[src/rtl/ps2_pkg.sv]
// Shared types and constants for the PS/2 keycode receiver and its consumers.
package ps2_pkg;

    typedef enum logic [1:0] {
        IDLE   = 2'd0,
        DATA   = 2'd1,
        PARITY = 2'd2,
        STOP   = 2'd3
    } ps2_rx_state_t;

    localparam logic [7:0] PS2_BREAK  = 8'hF0;
    localparam logic [7:0] PS2_EXTEND = 8'hE0;

    localparam logic [7:0] KEY_W = 8'h1D;
    localparam logic [7:0] KEY_S = 8'h1B;
    localparam logic [7:0] KEY_A = 8'h1C;
    localparam logic [7:0] KEY_D = 8'h23;

    // PS/2 uses odd parity over the data byte plus the parity bit.
    function automatic logic odd_parity_ok(input logic [7:0] data_byte, input logic parity_bit);
        return ^{data_byte, parity_bit};
    endfunction

endpackage

[src/rtl/ps2_clk_filter.sv]
// Pin conditioning for the PS/2 receiver: synchronisers on both pins, a
// persistence filter on ps2_clk and a single-cycle falling-edge strobe.
module ps2_clk_filter #(
    parameter int SYNC_STAGES = 2,
    parameter int FILTER_LEN  = 4
) (
    input  logic clk,
    input  logic rst,
    input  logic ps2_clk,
    input  logic ps2_data,
    output logic fall,
    output logic data_s
);

    localparam int CW = (FILTER_LEN > 1) ? $clog2(FILTER_LEN) : 1;
    localparam logic [CW-1:0] CNT_LAST = CW'(FILTER_LEN - 1);

    logic [SYNC_STAGES-1:0] clk_sync_q, clk_sync_d;
    logic [SYNC_STAGES-1:0] data_sync_q, data_sync_d;
    logic                   filt_q, filt_d;
    logic [CW-1:0]          cnt_q, cnt_d;
    logic                   fall_q, fall_d;
    logic                   data_q, data_d;
    logic                   clk_s;

    assign clk_sync_d[0]  = ps2_clk;
    assign data_sync_d[0] = ps2_data;

    for (genvar gi = 1; gi < SYNC_STAGES; gi++) begin : g_sync
        assign clk_sync_d[gi]  = clk_sync_q[gi-1];
        assign data_sync_d[gi] = data_sync_q[gi-1];
    end

    assign clk_s = clk_sync_q[SYNC_STAGES-1];

    // The level only flips once FILTER_LEN consecutive samples disagree with it.
    always_comb begin
        filt_d = filt_q;
        cnt_d  = '0;
        if (clk_s != filt_q) begin
            if (cnt_q == CNT_LAST) begin
                filt_d = clk_s;
            end else begin
                cnt_d = cnt_q + 1'b1;
            end
        end
        fall_d = filt_q & ~filt_d;
        data_d = data_sync_q[SYNC_STAGES-1];
    end

    always_ff @(posedge clk) begin
        if (rst) begin
            clk_sync_q  <= '1;
            data_sync_q <= '1;
            filt_q      <= 1'b1;
            cnt_q       <= '0;
            fall_q      <= 1'b0;
            data_q      <= 1'b1;
        end else begin
            clk_sync_q  <= clk_sync_d;
            data_sync_q <= data_sync_d;
            filt_q      <= filt_d;
            cnt_q       <= cnt_d;
            fall_q      <= fall_d;
            data_q      <= data_d;
        end
    end

    assign fall   = fall_q;
    assign data_s = data_q;

endmodule

[src/rtl/ps2_keycode_rx.sv]
// PS/2 device-to-host receiver producing a {previous, latest} keycode pair.
// Define PS2_PARITY_CHECK_EN to reject frames whose odd parity does not hold.
module ps2_keycode_rx
    import ps2_pkg::*;
#(
    parameter int CLK_FREQ_HZ = 65_000_000,
    parameter int TIMEOUT_US  = 200,
    parameter int SYNC_STAGES = 2,
    parameter int FILTER_LEN  = 4
) (
    input  logic        clk,
    input  logic        rst,
    input  logic        ps2_clk,
    input  logic        ps2_data,
    output logic [15:0] keycode,
    output logic        keycode_valid,
    output logic        frame_err
);

    localparam int TIMEOUT_CYC = CLK_FREQ_HZ / 1_000_000 * TIMEOUT_US;
    localparam int TW          = $clog2(TIMEOUT_CYC + 1);
    localparam logic [TW-1:0] TIMEOUT_LIM = TW'(TIMEOUT_CYC);

    logic fall;
    logic data_s;

    ps2_clk_filter #(
        .SYNC_STAGES (SYNC_STAGES),
        .FILTER_LEN  (FILTER_LEN)
    ) u_filter (
        .clk      (clk),
        .rst      (rst),
        .ps2_clk  (ps2_clk),
        .ps2_data (ps2_data),
        .fall     (fall),
        .data_s   (data_s)
    );

    ps2_rx_state_t state_q, state_d;
    logic [2:0]    bitcnt_q, bitcnt_d;
    logic [7:0]    shift_q, shift_d;
    logic          par_q, par_d;
    logic [TW-1:0] tmo_q, tmo_d;
    logic [15:0]   keycode_q, keycode_d;
    logic          valid_q, valid_d;
    logic          err_q, err_d;
    logic          parity_ok;
    logic          timed_out;

`ifdef PS2_PARITY_CHECK_EN
    assign parity_ok = odd_parity_ok(shift_q, par_q);
`else
    // Parity is still captured so the frame layout is identical; it just never rejects.
    logic unused_parity;
    assign unused_parity = par_q;
    assign parity_ok     = 1'b1;
`endif

    // A fall arriving in the same cycle as the limit keeps the frame alive.
    assign timed_out = (state_q != IDLE) && !fall && (tmo_q == TIMEOUT_LIM);

    always_comb begin
        state_d   = state_q;
        bitcnt_d  = bitcnt_q;
        shift_d   = shift_q;
        par_d     = par_q;
        keycode_d = keycode_q;
        valid_d   = 1'b0;
        err_d     = 1'b0;
        tmo_d     = tmo_q;

        if (state_q == IDLE || fall) begin
            tmo_d = '0;
        end else if (tmo_q != TIMEOUT_LIM) begin
            tmo_d = tmo_q + 1'b1;
        end

        if (timed_out) begin
            state_d = IDLE;
            err_d   = 1'b1;
        end else if (fall) begin
            case (state_q)
                IDLE: begin
                    if (!data_s) begin
                        state_d  = DATA;
                        bitcnt_d = 3'd0;
                    end
                end
                DATA: begin
                    shift_d = {data_s, shift_q[7:1]};
                    if (bitcnt_q == 3'd7) begin
                        state_d = PARITY;
                    end else begin
                        bitcnt_d = bitcnt_q + 3'd1;
                    end
                end
                PARITY: begin
                    par_d   = data_s;
                    state_d = STOP;
                end
                STOP: begin
                    state_d = IDLE;
                    if (data_s && parity_ok) begin
                        keycode_d = {keycode_q[7:0], shift_q};
                        valid_d   = 1'b1;
                    end else begin
                        err_d = 1'b1;
                    end
                end
                default: state_d = IDLE;
            endcase
        end
    end

    always_ff @(posedge clk) begin
        if (rst) begin
            state_q   <= IDLE;
            bitcnt_q  <= 3'd0;
            shift_q   <= 8'h00;
            par_q     <= 1'b0;
            tmo_q     <= '0;
            keycode_q <= 16'h0000;
            valid_q   <= 1'b0;
            err_q     <= 1'b0;
        end else begin
            state_q   <= state_d;
            bitcnt_q  <= bitcnt_d;
            shift_q   <= shift_d;
            par_q     <= par_d;
            tmo_q     <= tmo_d;
            keycode_q <= keycode_d;
            valid_q   <= valid_d;
            err_q     <= err_d;
        end
    end

    assign keycode       = keycode_q;
    assign keycode_valid = valid_q;
    assign frame_err     = err_q;

endmodule

[config.mk]
export PLATFORM = sky130hd
export DESIGN_NAME = ps2_keycode_rx
export DESIGN_NICKNAME = d
export VERILOG_FILES = /design/src/rtl/ps2_pkg.sv /design/src/rtl/ps2_clk_filter.sv /design/src/rtl/ps2_keycode_rx.sv
export SDC_FILE = /design/constraint.sdc
export NUM_CORES = 1
export LEC_CHECK = 0
export ABC_CLOCK_PERIOD_IN_PS = 1750
export CAP_MARGIN = 40
export CORE_MARGIN = 10
export CORE_UTILIZATION = 30
export CTS_BUF_LIST = sky130_fd_sc_hd__clkbuf_4
export CTS_CLUSTER_SIZE = 25
export DETAILED_ROUTE_END_ITERATION = 8
export SETUP_SLACK_MARGIN = 0.02
export SYNTH_ARGS = -nofsm -noshare
export SYNTH_HDL_FRONTEND = slang
export SYNTH_SLANG_ARGS = --single-unit
[constraint.sdc]
create_clock -name clk -period 1.75 [get_ports clk]
set_input_delay 0.175 -clock clk [delete_from_list [all_inputs] [get_ports clk]]
set_output_delay 0.175 -clock clk [all_outputs]
set_load 0.01 [all_outputs]
==> impl_results.rst, run 1 <==
.. list-table::
   :header-rows: 1

   * - Metric
     - Value
   * - Status
     - complete, no violations
   * - Share of synthesized registers carrying an async set or reset
     - 0%
   * - Worst-Skew Late Latency
     - 0.38 ns
   * - First-pass GRT wire length
     - between 8000 and 9000 um
   * - Buffers & Inverters on Critical Path
     - 1
   * - Number of different library cells in the post-synthesis netlist
     - 41
   * - Max-cap violation count
     - 0
   * - Final cycle utilization of the critical path
     - 91.7%
   * - Warning count from the yosys run
     - 0
   * - Setup-failing EPs final
     - 0
   * - Sequential area share after synthesis
     - 48.3%
   * - Slowest stage delay, CP
     - about 0.41 ns
   * - Synth top area cells
     - sky130_fd_sc_hd__dfxtp_1, sky130_fd_sc_hd__nand2_1, sky130_fd_sc_hd__a21oi_1
   * - Starting utilization of the core area
     - ~30%
   * - Initial antenna violation count
     - 0
   * - Seq cells post-synth
     - 54
   * - Most frequent cells after synthesis
     - sky130_fd_sc_hd__dfxtp_1, sky130_fd_sc_hd__nand2_1, sky130_fd_sc_hd__a21oi_1
   * - Dpl hpwl
     - 3440 um
   * - Max-slew headroom
     - 62.3%
   * - Cell count of the worst hold path
     - 2
   * - Most used DFF post-synth
     - sky130_fd_sc_hd__dfxtp_1
   * - Placed Cells incl. Taps
     - 384
   * - Total CTS buffers
     - 5
   * - Area share of the largest cell type after synthesis
     - approximately 48%
   * - Type of element launching the critical path
     - flip-flop
   * - Port Buffer Count
     - 21
   * - Max clock buf depth
     - 2
   * - Num rows
     - 31
   * - Final cell count without fillers
     - 393
   * - Overall overflow remaining after global route
     - 0
   * - Top-Level Pins
     - 22
   * - Category of the critical setup timing path
     - flip-flop to flip-flop
   * - Worst supply voltage drop on vdd
     - 271 uV
   * - Mean instance size in the synthesized netlist
     - 8.54 um^2
   * - Gate count of the mapped netlist
     - roughly 260
   * - Proportion of layout cells with a drive suffix above 1
     - 12.2%
   * - Cell breakdown of the critical path
     - inv_1 > ha_2 > or3_1 > or3_2 > o21ai_0
   * - Library cell occupying the most area in the post-synthesis netlist
     - sky130_fd_sc_hd__dfxtp_1
   * - Standard cell core area
     - 7250 um^2
   * - Net total in the final layout
     - around 310
   * - Worst Max-Slew Pin Slew
     - between 0.5 and 0.6 ns
   * - Master cell of the clock root buffer
     - sky130_fd_sc_hd__clkbuf_4
   * - Aggregate global-route resource usage
     - 8.38%
   * - Post-synthesis instance area
     - 2240 um^2
   * - Cell at the slowest stage of the critical path
     - sky130_fd_sc_hd__or3_2
   * - Leakage component of the power
     - 0.884 nW
   * - Routed Antenna Nets
     - 0
   * - Layout Area Growth over Synthesis
     - 22.0%
   * - Sink Count
     - 54
   * - Net count of the mapped netlist
     - around 280
   * - TNS Setup
     - 0 ns
   * - DRC marker count from the first detailed-route iteration
     - 94
   * - Critical Path Sink Type
     - flip-flop
   * - Post-CTS clock slew at the launch and capture registers of the worst setup and hold paths
     - 0.15 ns
   * - Vias
     - 1850
   * - Die width
     - between 100 and 150 um
   * - Global placer's final weighted congestion
     - roughly 0.76
   * - Max FO, Critical Path
     - 4
   * - Die Height
     - 106 um
   * - Number of cells on the critical path
     - 5
   * - EDFF count, synth
     - 0
   * - Post-DR wirelength/cell
     - about 12 um
   * - Die area
     - around 11000 um^2
   * - Maximum clock skew at final layout
     - 0.0185 ns
   * - Vias in the first global route
     - 1737
   * - Data required, critical path
     - 2.06 ns
   * - First-pass DRT Iterations
     - 4
   * - Layout fillers
     - 762
   * - Unrepaired setup endpoints after global routing
     - false
   * - Final Slew Violations
     - 0
   * - TritonCTS clock tree
     - built
   * - R2R depth
     - 5
   * - Wirelength, routed
     - 4730 um
   * - Highest clock frequency the design can meet
     - just over 600 MHz
   * - Clock period minus final worst setup slack
     - approximately 1.6 ns
   * - Antenna Diode Count
     - 0
   * - Mean number of vias per cell
     - 4.71
   * - Most instantiated library cell after synthesis
     - sky130_fd_sc_hd__dfxtp_1
   * - Pin count of the biggest net entering global routing
     - 30
   * - Power per unit of standard cell area
     - roughly 720 nW/um^2
   * - Hold-fix buffers, CTS
     - 0
   * - Detailed-route DRC error count
     - 0
   * - Max H-tree Level
     - 2
   * - Cell family with most CP delay
     - simple AND/OR/NAND/NOR gates
   * - CP arrival
     - 1.91 ns
   * - Final-report hold violation count
     - 0
   * - Worst min path class
     - input port to flip-flop
## cell families after synthesis
| logic type | share of synthesized area, % |
|---|---|
| XOR/XNOR | 1.17 |
| AO/OA/AOI/OAI | 14.9 |
| flip-flops | 48.3 |
| adder cells (fa/ha/maj) | 5.03 |
| AND/OR/NAND/NOR | 25.2 |
| multiplexers | 1.34 |
| buffers and inverters | 4.08 |
## area by class of cell
type | count | area [um^2] | area share (%)
Sequential cell | 54 | 1080 | 39.7
Multi-Input combinational cell | 184 | 1070 | 39.3
Timing Repair Buffer | 36 | 323 | 11.8
Tap cell | 99 | 124 | 4.54
Inverter | 12 | 45.0 | 1.65
Clock inverter | 3 | 43.8 | 1.60
Clock buffer | 5 | 37.5 | 1.37
## layer usage
layer  up-vias  part of all wire (%)  GRT usage [%]
li1        970                     -              -
met1       849                    47           10.5
met2        27                    48           13.7
met3         4                   3.6           1.99
met4         0                   1.2           2.90
met5         -                     0              0
## cell usage in the layout, fill, tap and decap left out, types with 2 or more instances in the layout
cell type and instances:
sky130_fd_sc_hd__o311ai_0 2, sky130_fd_sc_hd__a21oi_1 31, sky130_fd_sc_hd__o41ai_1 2, sky130_fd_sc_hd__o21a_1 2, sky130_fd_sc_hd__nor2b_1 2, sky130_fd_sc_hd__nor2_1 11
sky130_fd_sc_hd__clkdlybuf4s50_1 21, sky130_fd_sc_hd__ha_1 8, sky130_fd_sc_hd__o31ai_1 2, sky130_fd_sc_hd__or2_2 5, sky130_fd_sc_hd__nor4_1 2, sky130_fd_sc_hd__dfxtp_2 2
sky130_fd_sc_hd__inv_1 12, sky130_fd_sc_hd__nor3_1 2, sky130_fd_sc_hd__dfxtp_1 52, sky130_fd_sc_hd__clkbuf_4 5, sky130_fd_sc_hd__nand2_1 51, sky130_fd_sc_hd__or3_1 5
sky130_fd_sc_hd__or4_1 2, sky130_fd_sc_hd__buf_4 15, sky130_fd_sc_hd__o21ai_0 6, sky130_fd_sc_hd__nand4_1 4, sky130_fd_sc_hd__mux2i_1 3, sky130_fd_sc_hd__nand3_1 19
sky130_fd_sc_hd__o32ai_1 2, sky130_fd_sc_hd__xor2_1 2, sky130_fd_sc_hd__nand2b_1 4
## path summary, 6_finish.rpt
check	start	end	slack (ns)
worst max-delay path	state_q[1]	tmo_q[2]	0.15
worst min-delay path	ps2_clk	u_filter.clk_sync_q[0]	0.35
worst max register to register	state_q[1]	tmo_q[2]	0.15
worst min register to register	u_filter.clk_sync_q[0]	u_filter.clk_sync_q[1]	0.43
## registers in the layout, summed over array words and instances (netlist names), 2 cells and up
name                  flops
keycode                  16
tmo_q                    14
shift_q                   8
bitcnt_q                  3
state_q                   2
u_filter.clk_sync_q       2
u_filter.cnt_q            2
u_filter.data_sync_q      2
## what timing repair did
action / in CTS / in global routing
gates cloned: 0 / 0
buffers inserted: 0 / 1
endpoints found under the hold margin: 0 / 0
gates resized for setup: 1 / 4
endpoints found under the setup margin: 1 / 8
## where the power goes
part	leakage, nW	switching [mW]	total [mW]	internal (mW)
logic	0.401	0.0169	0.0304	0.0135
clock network	0.0456	0.402	0.706	0.304
registers	0.437	0.00253	1.24	1.24
## stage by stage
stage                     worst slack [ns]  power [mW]  hold WS [ns]  util (%)  instance area, um^2
after floorplan                     0.0301        1.28         0.279         -                 2240
after global placement              0.0995        1.29         0.391      36.3                 2630
after global routing                0.0420        2.05         0.338      37.6                 2730
after detailed placement            0.0495        1.29         0.394      36.3                 2630
after CTS                           0.0421        2.01         0.339      37.4                 2720
final                                0.145        1.97         0.355      37.6                 2730
Note: power is estimated with default switching activity, not from simulation.
==> run 2: changes to the inputs <==
--- a/config.mk
+++ b/config.mk
@@ -9,7 +9,7 @@
 export CAP_MARGIN = 40
 export CORE_MARGIN = 10
 export CORE_UTILIZATION = 30
-export CTS_BUF_LIST = sky130_fd_sc_hd__clkbuf_4
+export CTS_BUF_LIST = sky130_fd_sc_hd__clkbuf_16
 export CTS_CLUSTER_SIZE = 25
 export DETAILED_ROUTE_END_ITERATION = 8
 export SETUP_SLACK_MARGIN = 0.02
==> impl_results.rst, run 2 (synthesized netlist as in run 1, its figures left out) <==
.. list-table::
   :header-rows: 1

   * - Metric
     - Value
   * - Worst supply voltage drop on vdd
     - 332 uV (+23%)
   * - Combinational power share
     - 1.2% (-0.3 points)
   * - Final cell count without fillers
     - 393 (unchanged)
   * - Standard cell core area
     - 7250 um^2 (unchanged)
   * - Final Util
     - 38.8% (+1.1 points)
   * - Routed Antenna Nets
     - 0 (unchanged)
   * - Switching share of total power
     - 19.6% (-1.8 points)
   * - Internal cell power
     - 1.92 mW (+24%)
   * - Net switching component of the power
     - 468 uW (+11%)
   * - Fraction of power consumed by sequential logic
     - 51.6% (-11 points)
   * - Unrepaired setup endpoints after global routing
     - true
   * - Overall overflow remaining after global route
     - 0 (unchanged)
   * - Status
     - complete, no violations
   * - Max-slew headroom
     - 61.4% (-0.86 points)
   * - Endpoint of the most critical register-to-register path
     - tmo_q[2]
   * - Commonest cells after routing, fill and taps aside
     - sky130_fd_sc_hd__dfxtp_1, sky130_fd_sc_hd__nand2_1, sky130_fd_sc_hd__a21oi_1, sky130_fd_sc_hd__clkdlybuf4s50_1, sky130_fd_sc_hd__nand3_1
   * - Net total in the final layout
     - 306 (unchanged)
   * - Maximum clock skew at final layout
     - 0.00696 ns (-0.0116 ns)
   * - Max-cap violation count
     - 0 (unchanged)
   * - Pin count of the biggest net entering global routing
     - 30 (unchanged)
   * - Reg2Reg Setup Slack
     - 0.11 ns (-0.03 ns)
   * - Layout fillers
     - 749 (-1.7%)
   * - Cell breakdown of the critical path
     - inv_1 > ha_2 > or3_1 > or3_2 > o21ai_0
   * - Layout Area Growth over Synthesis
     - 25.7%
   * - First-pass GRT wire length
     - 8180 um (+0.34%)
   * - Final Slew Violations
     - 0 (unchanged)
   * - Leakage component of the power
     - 0.922 nW (+4.3%)
   * - Category of the critical setup timing path
     - flip-flop to flip-flop
   * - Die area
     - 11300 um^2 (unchanged)
   * - Buffers & Inverters on Critical Path
     - 1 (unchanged)
   * - Worst Max-Slew Pin Slew
     - 0.579 ns (+0.0128 ns)
   * - Total Power
     - 2.39 mW (+21%)
   * - Post-placement setup slack
     - 0.0495 ns (unchanged)
   * - Total CTS buffers
     - 5 (unchanged)
   * - TNS Setup
     - 0 ns (unchanged)
   * - Worst R2R Start
     - state_q[1]
   * - Dpl hpwl
     - 3440 um (unchanged)
   * - Data required, critical path
     - 1.97 ns (-0.09 ns)
   * - Vias in the first global route
     - 1760 (+1.3%)
   * - Final worst-path setup slack
     - 0.114 ns (-0.0315 ns)
   * - Clock period minus final worst setup slack
     - 1.64 ns (+0.0315 ns)
   * - Die Height
     - 106 um (unchanged)
   * - Slowest stage delay, CP
     - 0.41 ns (about the same)
   * - TritonCTS clock tree
     - built
   * - Starting utilization of the core area
     - 30.9% (unchanged)
   * - Port Buffer Count
     - 21 (unchanged)
   * - Max clock buf depth
     - 2 (unchanged)
   * - Cell family with most CP delay
     - simple AND/OR/NAND/NOR gates
   * - Final cycle utilization of the critical path
     - 93.5% (+1.8 points)
   * - Post-DR wirelength/cell
     - 12.2 um (+0.87%)
   * - Clk network pwr share
     - 47.1% (+11 points)
   * - Max H-tree Level
     - 2 (unchanged)
   * - Power per unit of standard cell area
     - 851 nW/um^2 (+18%)
   * - Most common cell after layout, fill and taps aside
     - sky130_fd_sc_hd__dfxtp_1
   * - Capture point of the worst path
     - tmo_q[2]
   * - Max FO, Critical Path
     - 4 (unchanged)
   * - Critical Path Sink Type
     - flip-flop
   * - Detailed-route DRC error count
     - 0 (unchanged)
   * - Proportion of layout cells with a drive suffix above 1
     - 11.6% (-0.68 points)
   * - DRC marker count from the first detailed-route iteration
     - 74 (-21%)
   * - Die width
     - 106 um (unchanged)
   * - Flip-flop count of the largest register after layout
     - 16 (unchanged)
   * - Sink Count
     - 54 (unchanged)
   * - Cell area reported after detailed placement
     - 2630 um^2 (unchanged)
   * - Worst Hold Margin
     - 0.409 ns (+0.0541 ns)
   * - Worst min path class
     - flip-flop to flip-flop
   * - Type of element launching the critical path
     - flip-flop
   * - Master cell of the clock root buffer
     - sky130_fd_sc_hd__clkbuf_16
   * - Number of cells on the critical path
     - 5 (unchanged)
   * - Initial antenna violation count
     - 0 (unchanged)
   * - Vias
     - 1847 (-0.16%)
   * - Aggregate global-route resource usage
     - 8.62% (+0.24 points)
   * - Wirelength, routed
     - 4780 um (+0.87%)
   * - Top-Level Pins
     - 22 (unchanged)
   * - R2R depth
     - 5 (unchanged)
   * - First-pass DRT Iterations
     - 4 (unchanged)
   * - Num rows
     - 31 (unchanged)
   * - Global placer's final weighted congestion
     - 0.760 (unchanged)
   * - Cell at the slowest stage of the critical path
     - sky130_fd_sc_hd__or3_2
   * - Post-CTS clock slew at the launch and capture registers of the worst setup and hold paths
     - 0.07 ns (-0.08 ns)
   * - Mean number of vias per cell
     - 4.70 (-0.16%)
   * - Final-report hold violation count
     - 0 (unchanged)
   * - Worst-Skew Late Latency
     - 0.29 ns (-0.09 ns)
   * - Source of the critical timing path
     - state_q[1]
   * - Antenna Diode Count
     - 0 (unchanged)
   * - Highest clock frequency the design can meet
     - 611 MHz (-1.9%)
   * - Placed Cells incl. Taps
     - 384 (unchanged)
   * - Setup-failing EPs final
     - 0 (unchanged)
   * - CP arrival
     - 1.85 ns (-0.06 ns)
   * - Design area
     - 2810 um^2 (+3.0%)
run 2: cell count changes in the layout (fill, tap and decap cells not counted):
cell	delta
sky130_fd_sc_hd__clkbuf_16	+5
sky130_fd_sc_hd__clkbuf_4	-5
sky130_fd_sc_hd__a21boi_1	+1
sky130_fd_sc_hd__a21boi_2	-1
sky130_fd_sc_hd__dfxtp_1	+1
sky130_fd_sc_hd__dfxtp_2	-1
run 2: repair_timing:
| item | in CTS | in global routing |
|---|---|---|
| gates resized for setup | 0 | 3 |
| hold buffers | 0 | 0 |
| hold endpoints to repair | 0 | 0 |
| buffers inserted | 0 | 1 |
| setup endpoints to repair | 0 | 7 |
run 2: area by class of cell:
class,count,area (um^2),share of cell area [%]
Inverter,12,45.0,1.60
Clock buffer,5,125,4.45
Sequential cell,54,1080,38.5
Multi-Input combinational cell,184,1070,38.0
Clock inverter,3,43.8,1.56
Tap cell,99,124,4.40
Timing Repair Buffer,36,323,11.5
run 2: power groups by stage:
stage                     registers (mW)  logic (mW)  clock network, mW
after floorplan                     1.26      0.0171                  0
after global placement              1.26      0.0302                  0
after detailed placement            1.26      0.0305                  0
after CTS                           1.24      0.0305               1.16
after global routing                1.24      0.0336               1.20
final                               1.24      0.0298               1.13
run 2: routing by layer:
metal	part of all wire, %	routed length [um]	up-vias	track usage, %
li1	-	-	973	-
met1	48	2290	843	10.3
met2	47	2260	25	13.9
met3	3.4	164	6	2.17
met4	1.4	68	0	4.64
met5	0	0	-	0
run 2: how the worst min path moves through the flow:
stage | from | end | slack (ns) | cells after the start
after global routing | u_filter.clk_sync_q[0] | u_filter.clk_sync_q[1] | 0.43 | 1
final | u_filter.clk_sync_q[0] | u_filter.clk_sync_q[1] | 0.41 | 1
after detailed placement | u_filter.clk_sync_q[0] | u_filter.clk_sync_q[1] | 0.39 | 1
after floorplan | ps2_clk | u_filter.clk_sync_q[0] | 0.28 | 1
after global placement | u_filter.data_sync_q[1] | u_filter.data_s | 0.39 | 1
after CTS | u_filter.clk_sync_q[0] | u_filter.clk_sync_q[1] | 0.41 | 1
